[src/rtl/sata_xcvr_rst_supervisor.sv]
// Reset supervisor for the SATA transceiver reset controller; qualifies phy_ready.
// Optional loss-of-lock monitor in READY: `define SATA_XCVR_RST_SUP_LOL_MON_EN
module sata_xcvr_rst_supervisor #(
  parameter int RST_PULSE     = 32,
  parameter int READY_TIMEOUT = 1000000,
  parameter int LOL_FILTER    = 16
) (
  input  logic       clock,
  input  logic       reset,
  output logic       xcvr_reset,
  input  logic       tx_ready,
  input  logic       rx_ready,
  input  logic       rx_is_lockedtodata,
  input  logic       tx_cal_busy,
  input  logic       rx_cal_busy,
  input  logic       rearm,
  output logic       phy_ready,
  output logic [7:0] retry_cnt,
  output logic       timeout_err
);

  localparam int PW = $clog2(RST_PULSE + 1);
  localparam int TW = $clog2(READY_TIMEOUT + 1);
  localparam logic [PW-1:0] PULSE_END = PW'(RST_PULSE - 1);
  localparam logic [TW-1:0] TIMER_END = TW'(READY_TIMEOUT - 1);

  if (RST_PULSE < 2) begin : g_bad_pulse
    $error("RST_PULSE must be at least 2");
  end
  if (READY_TIMEOUT < 2) begin : g_bad_timeout
    $error("READY_TIMEOUT must be at least 2");
  end
  if (LOL_FILTER < 1) begin : g_bad_lol
    $error("LOL_FILTER must be at least 1");
  end

  typedef enum logic [1:0] {
    RST,
    WAIT_READY,
    READY
  } state_t;

  state_t        state;
  state_t        state_n;
  logic [PW-1:0] pulse;
  logic [TW-1:0] timer;
  logic          sync1;
  logic          lock_s;
  logic          cal;
  logic          link_up;
  logic          lol_hit;
  logic          restart;
  logic          retry_inc;
  logic          to_set;
  logic          to_clr;

  assign cal     = tx_cal_busy | rx_cal_busy;
  assign link_up = tx_ready & rx_ready;

`ifdef SATA_XCVR_RST_SUP_LOL_MON_EN
  localparam int LW = $clog2(LOL_FILTER + 1);
  localparam logic [LW-1:0] LOL_END = LW'(LOL_FILTER - 1);

  logic [LW-1:0] lol;

  // Counts consecutive low lock samples while READY
  assign lol_hit = (state == READY) & ~lock_s & (lol == LOL_END);

  always_ff @(posedge clock) begin
    if (reset) begin
      lol <= '0;
    end else if (restart || state != READY || lock_s) begin
      lol <= '0;
    end else begin
      lol <= lol + LW'(1);
    end
  end
`else
  assign lol_hit = 1'b0;
`endif

  always_comb begin
    state_n   = state;
    retry_inc = 1'b0;
    to_set    = 1'b0;
    to_clr    = 1'b0;
    if (rearm) begin
      state_n = RST;
      to_clr  = 1'b1;
    end else begin
      unique case (state)
        RST: begin
          if (pulse == PULSE_END) state_n = WAIT_READY;
        end
        WAIT_READY: begin
          if (link_up && lock_s) begin
            state_n = READY;
          end else if (!cal && timer == TIMER_END) begin
            state_n   = RST;
            to_set    = 1'b1;
            retry_inc = 1'b1;
          end
        end
        READY: begin
          if (!link_up || lol_hit) begin
            state_n   = RST;
            retry_inc = 1'b1;
          end
        end
        default: state_n = RST;
      endcase
    end
  end

  // Any state entry, including rearm while already in RST, restarts counters
  assign restart = rearm | (state_n != state);

  always_ff @(posedge clock) begin
    if (reset) begin
      state       <= RST;
      pulse       <= '0;
      timer       <= '0;
      sync1       <= 1'b0;
      lock_s      <= 1'b0;
      retry_cnt   <= '0;
      timeout_err <= 1'b0;
      xcvr_reset  <= 1'b1;
      phy_ready   <= 1'b0;
    end else begin
      state      <= state_n;
      sync1      <= rx_is_lockedtodata;
      lock_s     <= sync1;
      xcvr_reset <= (state_n == RST);
      phy_ready  <= (state_n == READY);
      if (restart) begin
        pulse <= '0;
      end else if (state == RST) begin
        pulse <= pulse + PW'(1);
      end
      if (restart) begin
        timer <= '0;
      end else if (state == WAIT_READY && !cal) begin
        timer <= timer + TW'(1);
      end
      if (retry_inc && retry_cnt != 8'hFF) begin
        retry_cnt <= retry_cnt + 8'd1;
      end
      if (to_clr) begin
        timeout_err <= 1'b0;
      end else if (to_set) begin
        timeout_err <= 1'b1;
      end
    end
  end

endmodule

[config.mk]
export PLATFORM = sky130hd
export DESIGN_NAME = sata_xcvr_rst_supervisor
export DESIGN_NICKNAME = d
export VERILOG_FILES = /design/src/rtl/sata_xcvr_rst_supervisor.sv
export SDC_FILE = /design/constraint.sdc
export NUM_CORES = 1
export LEC_CHECK = 0
export CAP_MARGIN = 10
export CORE_MARGIN = 4
export CORE_UTILIZATION = 35
export DETAILED_ROUTE_END_ITERATION = 8
export GPL_ROUTABILITY_DRIVEN = 0
export GPL_TIMING_DRIVEN = 0
export SYNTH_ARGS = -nofsm -noshare
export SYNTH_HDL_FRONTEND = slang
export SYNTH_SLANG_ARGS = --single-unit
export TNS_END_PERCENT = 30
[constraint.sdc]
create_clock -name clock -period 3.7 [get_ports clock]
set_input_delay 0.74 -clock clock [delete_from_list [all_inputs] [get_ports clock]]
set_output_delay 0.74 -clock clock [all_outputs]
set_load 0.01 [all_outputs]
==> results of run 1 <==
cells by family (layout without fill, tap and decap cells):
logic type / after synthesis / in the layout / synth area share (%)
AO/OA/AOI/OAI: 27 / 27 / 8.60
XOR/XNOR: 24 / 24 / 10.2
adder cells (fa/ha/maj): 7 / 7 / 4.24
buffers and inverters: 14 / 39 / 3.09
flip-flops: 41 / 41 / 39.7
multiplexers: 5 / 5 / 2.54
AND/OR/NAND/NOR: 111 / 111 / 31.6
power by group:
| group | internal, mW | total (mW) | switching [mW] |
|---|---|---|---|
| logic | 0.0113 | 0.0261 | 0.0148 |
| registers | 0.443 | 0.444 | 0.00140 |
| clock network | 0.131 | 0.284 | 0.153 |
flip-flops by register name (all words and copies together), names as in the netlist:
signal,count
timeout_err,1
state,2
timer,20
retry_cnt,8
phy_ready,1
xcvr_reset,1
lock_s,1
sync1,1
pulse,6
synthesized netlist by cell type (4+ instances only):
master and n:
dfxtp_1 41, nor3_1 30, xor2_1 14, nand2_1 13
nand3_1 11, nand4_1 10, xnor2_1 10, nor2_1 8
ha_1 7, a21oi_1 6, nor2b_1 6, o21ai_0 6
clkbuf_1 5, inv_1 5, nor4_1 5, nand2b_1 4
critical path, delay by kind of cell:
family / cells / cell delay, ns
buffers and inverters: 2 / 0.96
AOI/OAI and AO/OA: 2 / 0.73
and+or+nand+nor: 3 / 0.59
metrics by stage:
| step | setup WS (ns) | hold slack, ns | cells |
|---|---|---|---|
| 3_5_place_dp | 0.510 | 0.431 | 318 |
| 3_3_place_gp | 0.543 | 0.432 | 318 |
| 4_1_cts | 0.816 | 0.451 | 326 |
| 5_1_grt | 0.635 | 0.471 | 326 |
| 6_report | 0.823 | 0.445 | 326 |
| 2_1_floorplan | 1.30 | 0.414 | 229 |
metal layers:
metal	GRT usage (%)	vias to the layer above
li1	-	883
met1	17.4	836
met2	19.4	24
met3	2.72	9
met4	4.60	0
met5	0	-
cell type report:
class | instances | area, um^2 | share of cell area (%)
Multi-Input combinational cell | 174 | 1180 | 49.0
Sequential cell | 41 | 821 | 34.1
Timing Repair Buffer | 17 | 170 | 7.06
Tap cell | 72 | 90.1 | 3.74
Clock buffer | 6 | 72.6 | 3.01
Buffer | 9 | 45.0 | 1.87
Inverter | 5 | 18.8 | 0.779
Clock inverter | 2 | 10.0 | 0.416
worst max-delay path by stage:
stage / cells after the start / slack, ns / end
4_1_cts: 7 / 0.82 / timer[3]
2_1_floorplan: 6 / 1.30 / retry_cnt[7]
3_5_place_dp: 7 / 0.51 / timer[10]
5_1_grt: 7 / 0.63 / timer[10]
6_report: 7 / 0.82 / timer[17]
3_3_place_gp: 7 / 0.54 / timer[3]
layout by cell type, fill, tap and decap left out, types with 7 or more instances in the layout:
master           synthesis  final
xor2_1                  14     14
nor2_1                   8      8
nand2_1                 13     13
clkdlybuf4s50_1          0     17
nand3_1                 11     11
ha_1                     7      7
nor3_1                  30     30
nand4_1                 10     10
xnor2_1                 10     10
dfxtp_1                 41     41
==> metrics.md, run 1 <==
| Metric | Value |
|---|---|
| Drt pass-1 iters | `4` |
| Worst-path clk slew | `0.08 ns` |
| Synthesized flop and latch total | `41` |
| Cells on worst reg2reg path | `7` |
| DRT Wirelength | `4310 um` |
| Syn_nets | `244` |
| CTS root buf | `clkbuf_8` |
| Fin util | `42.9%` |
| # DRC | `0` |
| PnR Total Power | `0.754 mW` |
| DRT iter0 DRCs | `104` |
| Most used flip-flop cell after synthesis | `dfxtp_1` |
| R2R setup slack | `1.05 ns` |
| IO Port Bufs | `17` |
| Post-Syn Area | `2070 um^2` |
| Pin count of the biggest net entering global routing | `13` |
| Floorplan Core Area | `5610 um^2` |
| Hold Crit Depth | `1` |
| Relative slew margins | `41.3%` |
| Clock skew | `0.00788 ns` |
| CTS H-tree lvls | `2` |
| Row count | `27` |
| Synth warn | `0` |
| # diodes | `0` |
| Worst Setup Start Kind | `input pin` |
| Worst vdd ir | `0.152 mV` |
| Fin area | `2410 um^2` |
| Post-synth ARST share | `0%` |
| Pwr Density | `313 nW/um^2` |
| Post-CTS Setup Bufs | `0` |
| Initial Util | `36.8%` |
| WL per Instance | `13.2 um` |
| Final-layout fill cell count | `594` |
| Leakage power | `0.783 nW` |
| Final slew viol count | `0` |
| Num Clock Sinks | `41` |
| Clk_lat worst skew | `0.29 ns` |
| Dpl cell area | `2330 um^2` |
| Hold crit path type | `flop to flop` |
| CTS Buf Count | `5` |
| Synth cell types | `49` |
| First-pass GRT wire length | `7570 um` |
| Critical path type | `input pin to flop` |
| Synth-to-layout area growth | `16.6%` |
| Hold Path Sink | `lock_s` |
| Final Hold Fails | `0` |
| Fmax | `348 MHz` |
| Hold buffers post-CTS | `0` |
| CP max stage delay | `0.53 ns` |
| Vias in the first global route | `1,676` |
| R2r endpoint | `timer[17]` |
| Fin crit share | `77.7%` |
| Setup violations, final | `0` |
| Boundary Pins | `19` |
| Hold Startpoint | `sync1` |
| CP Max Fanout | `10` |
| Post-route ant nets | `0` |
| Post-DP HPWL | `3120 um` |
| Slew @ Worst Pin | `0.873 ns` |
| CP endpoint kind | `flop` |
| RR Startpoint | `timer[0]` |
| Post-layout min period | `2.88 ns` |
| Sequential fraction of the synthesis area | `39.7%` |
| Full die area | `7200 um^2` |
| Syn Area/Cell | `9.02 um^2` |
| CP max-delay cell | `clkdlybuf4s50_1` |
| Worst Path Arrival | `3.03 ns` |
| Via density | `5.37` |
| Vias | `1,752` |
| RSZ-0062 raised after global routing | `false` |
| Share of cells above drive strength 1 | `8.27%` |
| Max Cap Viol | `0` |
| Synth area leaders | `dfxtp_1 (40%), nor3_1 (7.3%), xor2_1 (5.9%), ha_1 (4.2%), xnor2_1 (4.2%)` |
| CP required | `3.85 ns` |
| Yosys top cell area share | `39.7%` |
| CTS max path bufs | `2` |
| Cell taking the most area after synthesis | `dfxtp_1` |
| TritonCTS clock tree | `yes` |
| Status | `complete, no violations` |
| Fin nets | `268` |
| Crit-path cells | `clkdlybuf4s50_1, or2_2, o41ai_1, nor4_1, o21ai_1, clkbuf_1, nor3_1` |
| Crit. Startpoint | `rearm` |
| DR top layer | `met4` |
| Die height | `84.8 um` |
| Met1 Routed Length | `2250 um` |
| Total GRT Usage | `12.6%` |
| Metal2 WL | `1910 um` |
| Gr ovfl total | `0` |
| Initial antenna violation count | `0` |
| Syn Inst Count | `229` |
| Post-synth EDFFs | `0` |
| Met3 wire length | `87 um` |
| PostCTS Resize Cnt | `0` |
| Final setup TNS | `0 ns` |
| Die W | `84.8 um` |
Note: power is estimated with default switching activity, not from simulation.
==> run 2: changes to the inputs <==
- clock period: 3.7 -> 2.5 ns (I/O delays scaled with it)
==> run 2 against run 1 <==
  * Clock-buffer cell count stayed put
  * Clock power is 48% higher
  * Non-clock buffer count is 4 higher
  * Global-route usage up 0.14 points
  * Combinational power is 54% higher
  * Final area is 3.6% higher
  * Cell count grew 1.2%
  * Sequential share of layout area shrank 1.1 points
  * Largest power group unchanged
==> metrics.md, run 2 (same netlist as run 1, synthesis figures left out) <==
| Metric | Value |
|---|---|
| Boundary Pins | `19 (unchanged)` |
| # DRC | `0 (unchanged)` |
| Dpl cell area | `2330 um^2 (unchanged)` |
| Hold buffers post-CTS | `0 (unchanged)` |
| Setup violations, final | `0 (unchanged)` |
| Worst Path Arrival | `2.57 ns (-0.46 ns)` |
| Crit. Startpoint | `timer[0]` |
| Post-layout min period | `2.38 ns` |
| Post-route ant nets | `0 (unchanged)` |
| Die W | `84.8 um (unchanged)` |
| Relative slew margins | `58.8% (+18 points)` |
| Vias | `1,740 (-0.68%)` |
| Max Cap Viol | `0 (unchanged)` |
| Clock skew | `0.00761 ns (-0.000278 ns)` |
| Share of cells above drive strength 1 | `14.0% (+5.7 points)` |
| Leakage power | `0.833 nW (+6.4%)` |
| CP endpoint kind | `flop` |
| # diodes | `0 (unchanged)` |
| Fin crit share | `95.4%` |
| Drt pass-1 iters | `4 (unchanged)` |
| Worst vdd ir | `0.296 mV (+95%)` |
| Synth-to-layout area growth | `20.8%` |
| Cells on worst reg2reg path | `7 (unchanged)` |
| RR Startpoint | `timer[0]` |
| Fin area | `2500 um^2 (+3.6%)` |
| Pre-CTS setup slack | `-0.450 ns (-0.960 ns)` |
| Commonest non-fill, non-tap cell in the layout | `dfxtp_1` |
| R2R setup slack | `0.12 ns (-0.93 ns)` |
| CTS root buf | `clkbuf_8` |
| Vias in the first global route | `1,690 (+0.84%)` |
| Total GRT Usage | `12.7% (+0.14 points)` |
| Final slew viol count | `0 (unchanged)` |
| Max FFs per register | `20 (unchanged)` |
| Fin util | `44.5% (+1.6 points)` |
| CTS Buf Count | `5 (unchanged)` |
| Num Clock Sinks | `41 (unchanged)` |
| Full die area | `7200 um^2 (unchanged)` |
| WL per Instance | `13.2 um (+0.14%)` |
| Fmax | `420 MHz` |
| Largest Register | `timer` |
| Commonest non-fill, non-tap cells in the layout | `dfxtp_1 (39), nor3_1 (30), clkdlybuf4s50_1 (17)` |
| DRT iter0 DRCs | `81 (-22%)` |
| Final Hold Fails | `0 (unchanged)` |
| First-pass GRT wire length | `7630 um (+0.82%)` |
| RSZ-0062 raised after global routing | `false` |
| CTS max path bufs | `2 (unchanged)` |
| Worst-path clk slew | `0.08 ns (about the same)` |
| Initial Util | `36.8% (unchanged)` |
| Critical path type | `flop to flop` |
| Slew @ Worst Pin | `0.617 ns (-0.256 ns)` |
| DRT Wirelength | `4370 um (+1.4%)` |
| Pwr Density | `447 nW/um^2 (+43%)` |
| Status | `complete, no violations` |
| TritonCTS clock tree | `yes` |
| Setup WS post-layout | `0.116 ns (-0.707 ns)` |
| CP Max Fanout | `5 (-5)` |
| Post-DP HPWL | `3120 um (unchanged)` |
| CTS H-tree lvls | `2 (unchanged)` |
| Clk_lat worst skew | `0.28 ns (about the same)` |
| Via density | `5.27 (-1.9%)` |
| IO Port Bufs | `17 (unchanged)` |
| R2r endpoint | `retry_cnt[7]` |
| Fin nets | `272 (+1.5%)` |
| Die height | `84.8 um (unchanged)` |
| Gr ovfl total | `0 (unchanged)` |
| Largest regs | `timer x20, retry_cnt x8, pulse x6` |
| PnR Total Power | `1.12 mW (+48%)` |
| Crit path capture | `retry_cnt[7]` |
| Floorplan Core Area | `5610 um^2 (unchanged)` |
| CP required | `2.68 ns (-1.17 ns)` |
| Worst Setup Start Kind | `flop` |
| Row count | `27 (unchanged)` |
| Pin count of the biggest net entering global routing | `13 (unchanged)` |
| Initial antenna violation count | `0 (unchanged)` |
| Hold crit path type | `flop to flop` |
[run 2: worst max-delay path, stage by stage (launching register included)]
cell and delay [ns]:
dfxtp_2 0.38, ha_4 0.16, or3b_2 0.47, nor4_4 0.32, a32oi_2 0.21, buf_6 0.17, nor4b_2 0.22, mux2_2 0.35
[run 2: final cells by class]
| class | count | area [um^2] |
|---|---|---|
| fill | 583 | 3110 |
| multi-input combinational | 174 | 1240 |
| sequential | 41 | 823 |
| timing repair buffer | 21 | 198 |
| tap | 72 | 90.1 |
| clock buffer | 6 | 72.6 |
| buffer | 9 | 47.5 |
| inverter | 5 | 18.8 |
| clock inverter | 2 | 10.0 |
[run 2: worst min path at each step]
stage | from | endpoint | slack [ns] | depth (start not counted)
CTS | sync1 | lock_s | 0.45 | 1
global placement | sync1 | lock_s | 0.43 | 1
detailed placement | sync1 | lock_s | 0.43 | 1
floorplan | sync1 | lock_s | 0.41 | 1
global route | sync1 | lock_s | 0.47 | 1
finish | sync1 | lock_s | 0.44 | 1
[run 2: layer usage]
layer  vias up  GRT usage, %  share of wire (%)
li1        894             -                  -
met1       826          17.3                 52
met2        16          19.9                 45
met3         4          2.72                1.7
met4         0          4.60               0.96
met5         -             0                  0
[run 2: report_power, final]
| part | switching (mW) | internal, mW | total (mW) |
|---|---|---|---|
| Sequential | 0.00209 | 0.655 | 0.657 |
| Combinational | 0.0227 | 0.0174 | 0.0401 |
| Clock | 0.226 | 0.194 | 0.419 |
| Total | 0.250 | 0.867 | 1.12 |
[run 2: repair_timing]
action | 4_1_cts | 5_1_grt
resized for setup | 8 | 5
hold endpoints to repair | 0 | 0
endpoints found under the setup margin | 26 | 29
cloned | 0 | 1
pin swaps | 2 | 3
setup buffers | 2 | 1
[run 2: through the flow]
step                hold WS [ns]  std cells  setup TNS [ns]
finish                     0.443        330               0
global route               0.471        330               0
CTS                        0.451        328         -0.0128
detailed placement         0.431        318          -11.08
global placement           0.432        318          -10.01
floorplan                  0.414        229               0
==> run 3: changes to the inputs <==
- clock period: 2.5 -> 2.6 ns (I/O delays scaled with it)
==> run 3 against run 2 <==
  * Total power shrank 3.7%
  * Clock skew grew 0.0011 ns
  * Non-clock buffer count shrank 2
  * Fmax shrank 3.9%
  * Clock-buffer cell count is the same
  * Routed wire length is essentially flat
  * Clock power shrank 3%
  * Hold slack gained 0.0013 ns
  * Critical path depth is the same
  * Flip-flop and latch count is the same
  * Critical path type unchanged
  * Largest cell class unchanged
  * Largest power group unchanged
  * Highest routed layer unchanged
==> metrics.md, run 3 (same netlist as run 1, synthesis figures left out) <==
| Metric | Value |
|---|---|
| Vias in the first global route | `1,682 (-0.47%)` |
| First-pass GRT wire length | `7630 um (unchanged)` |
| Pre-CTS setup slack | `-0.370 ns (+0.0800 ns)` |
| Clock power frac | `37.6% (about the same)` |
| CP max stage delay | `0.48 ns (about the same)` |
| CTS max path bufs | `2 (unchanged)` |
| Post-layout min period | `2.48 ns (+0.0967 ns)` |
| Total GRT Usage | `12.7% (unchanged)` |
| Full die area | `7200 um^2 (unchanged)` |
| Dpl cell area | `2330 um^2 (unchanged)` |
| Worst-path clk slew | `0.08 ns (about the same)` |
| Pin count of the biggest net entering global routing | `13 (unchanged)` |
| Setup violations, final | `0 (unchanged)` |
| Worst Path Arrival | `2.67 ns (+0.10 ns)` |
| Leakage power | `0.819 nW (-1.6%)` |
| CTS H-tree lvls | `2 (unchanged)` |
| CP endpoint kind | `flop` |
| Final setup TNS | `0 ns (unchanged)` |
| WL per Instance | `13.3 um (+0.63%)` |
| Switching Share | `22.5% (+0.088 points)` |
| Initial antenna violation count | `0 (unchanged)` |
| Commonest non-fill, non-tap cells in the layout | `dfxtp_1 (39), nor3_1 (30), clkdlybuf4s50_1 (17)` |
| NetSw | `0.242 mW (-3.4%)` |
| # diodes | `0 (unchanged)` |
| Drt pass-1 iters | `4 (unchanged)` |
| Critical path type | `flop to flop` |
| Hold buffers post-CTS | `0 (unchanged)` |
| Fmax | `403 MHz (-3.9%)` |
| Post-DP HPWL | `3120 um (unchanged)` |
| Floorplan Core Area | `5610 um^2 (unchanged)` |
| DRT Wirelength | `4370 um (about the same)` |
| CP required | `2.79 ns (+0.11 ns)` |
| Die height | `84.8 um (unchanged)` |
| DRT iter0 DRCs | `107 (+32%)` |
| Synth-to-layout area growth | `19.3%` |
| Share of cells above drive strength 1 | `12.5% (-1.5 points)` |
| CP delay by family, top | `simple AND/OR/NAND/NOR gates` |
| # DRC | `0 (unchanged)` |
| Worst Setup Start Kind | `flop` |
| Status | `complete, no violations` |
| IO Port Bufs | `17 (unchanged)` |
| Flop pwr share | `58.8% (about the same)` |
| Worst vdd ir | `0.220 mV (-26%)` |
| Max FFs per register | `20 (unchanged)` |
| Internal | `0.833 mW (-3.8%)` |
| Hold crit path type | `flop to flop` |
| Post-route ant nets | `0 (unchanged)` |
| Setup WS post-layout | `0.119 ns (+0.00326 ns)` |
| Final Hold Fails | `0 (unchanged)` |
| CP bufs+invs | `1 (unchanged)` |
| CP max-delay cell | `or3b_2` |
| Via density | `5.38 (+1.9%)` |
| Boundary Pins | `19 (unchanged)` |
| Max Cap Viol | `0 (unchanged)` |
| Fin nets | `270 (-0.74%)` |
| Clk_lat worst skew | `0.29 ns (about the same)` |
| CTS Buf Count | `5 (unchanged)` |
| RSZ-0062 raised after global routing | `false` |
| Slew @ Worst Pin | `0.633 ns (+0.0159 ns)` |
| Relative slew margins | `57.7% (-1.1 points)` |
| Final-layout fill cell count | `589 (+1.0%)` |
| Crit-path cells | `ha_2, or3b_2, nor4_4, a32oi_2, buf_6, nor4b_2, mux2_2` |
| Fin util | `43.9% (-0.58 points)` |
| Largest Register | `timer` |
| Fin area | `2460 um^2 (-1.3%)` |
| CTS root buf | `clkbuf_8` |
| Logic pwr share | `3.6% (about the same)` |
| Final slew viol count | `0 (unchanged)` |
| Clock skew | `0.00867 ns (+0.00107 ns)` |
| TritonCTS clock tree | `yes` |
| Vias | `1,763 (+1.3%)` |
| Die W | `84.8 um (unchanged)` |
| Initial Util | `36.8% (unchanged)` |
| Final hold slack | `0.445 ns (+0.00132 ns)` |
| Pwr Density | `436 nW/um^2 (-2.5%)` |
| Num Clock Sinks | `41 (unchanged)` |
| Fin crit share | `95.4% (about the same)` |
| Largest regs | `timer x20, retry_cnt x8, pulse x6` |
| Commonest non-fill, non-tap cell in the layout | `dfxtp_1` |
| Row count | `27 (unchanged)` |
| CP Max Fanout | `10 (+5)` |
| Gr ovfl total | `0 (unchanged)` |
[run 3: power groups by stage]
stage / Combinational, mW / Sequential (mW) / Clock (mW)
floorplan: 0.0192 / 0.647 / 0
global placement: 0.0369 / 0.647 / 0
detailed placement: 0.0375 / 0.647 / 0
CTS: 0.0382 / 0.632 / 0.416
global route: 0.0421 / 0.633 / 0.436
finish: 0.0383 / 0.632 / 0.405
[run 3: repair_timing]
item	in CTS	in global routing
pin swaps	1	3
setup buffers	1	1
setup endpoints to repair	23	25
cloned	0	0
gates resized for setup	3	7
[run 3: area by class of cell]
cell class / instances / area (um^2) / area share [%]
Buffer: 9 / 47.5 / 1.93
Clock buffer: 6 / 72.6 / 2.95
Clock inverter: 2 / 10.0 / 0.406
Inverter: 5 / 18.8 / 0.762
Multi-Input combinational cell: 174 / 1220 / 49.4
Sequential cell: 41 / 823 / 33.4
Tap cell: 72 / 90.1 / 3.66
Timing Repair Buffer: 19 / 185 / 7.52
[run 3: worst reg2reg max path, cell delays in order (launching register included)]
cell and delay, ns:
dfxtp_2 0.37, ha_2 0.21, or3b_2 0.48, nor4_4 0.36
a32oi_2 0.20, buf_6 0.18, nor4b_2 0.23, mux2_2 0.35
[run 3: routing by layer]
| metal | global-route usage, % | up-vias | share of wire (%) |
|---|---|---|---|
| li1 | - | 886 | - |
| met1 | 17.4 | 843 | 52 |
| met2 | 19.8 | 27 | 44 |
| met3 | 2.72 | 7 | 1.9 |
| met4 | 4.60 | 0 | 1.5 |
| met5 | 0 | - | 0 |
[run 3: final timing paths]
kind / from / endpoint / slack (ns) / depth (start not counted)
worst min register to register: sync1 / lock_s / 0.44 / 1
worst min-delay path: sync1 / lock_s / 0.44 / 1
worst max register to register: timer[0] / retry_cnt[7] / 0.12 / 7
worst max-delay path: timer[0] / retry_cnt[7] / 0.12 / 7
[run 3: metrics by stage]
step / total power, mW / cells
final: 1.08 / 328
after global routing: 1.11 / 328
after CTS: 1.09 / 327
after detailed placement: 0.685 / 318
after global placement: 0.684 / 318
after floorplan: 0.666 / 229
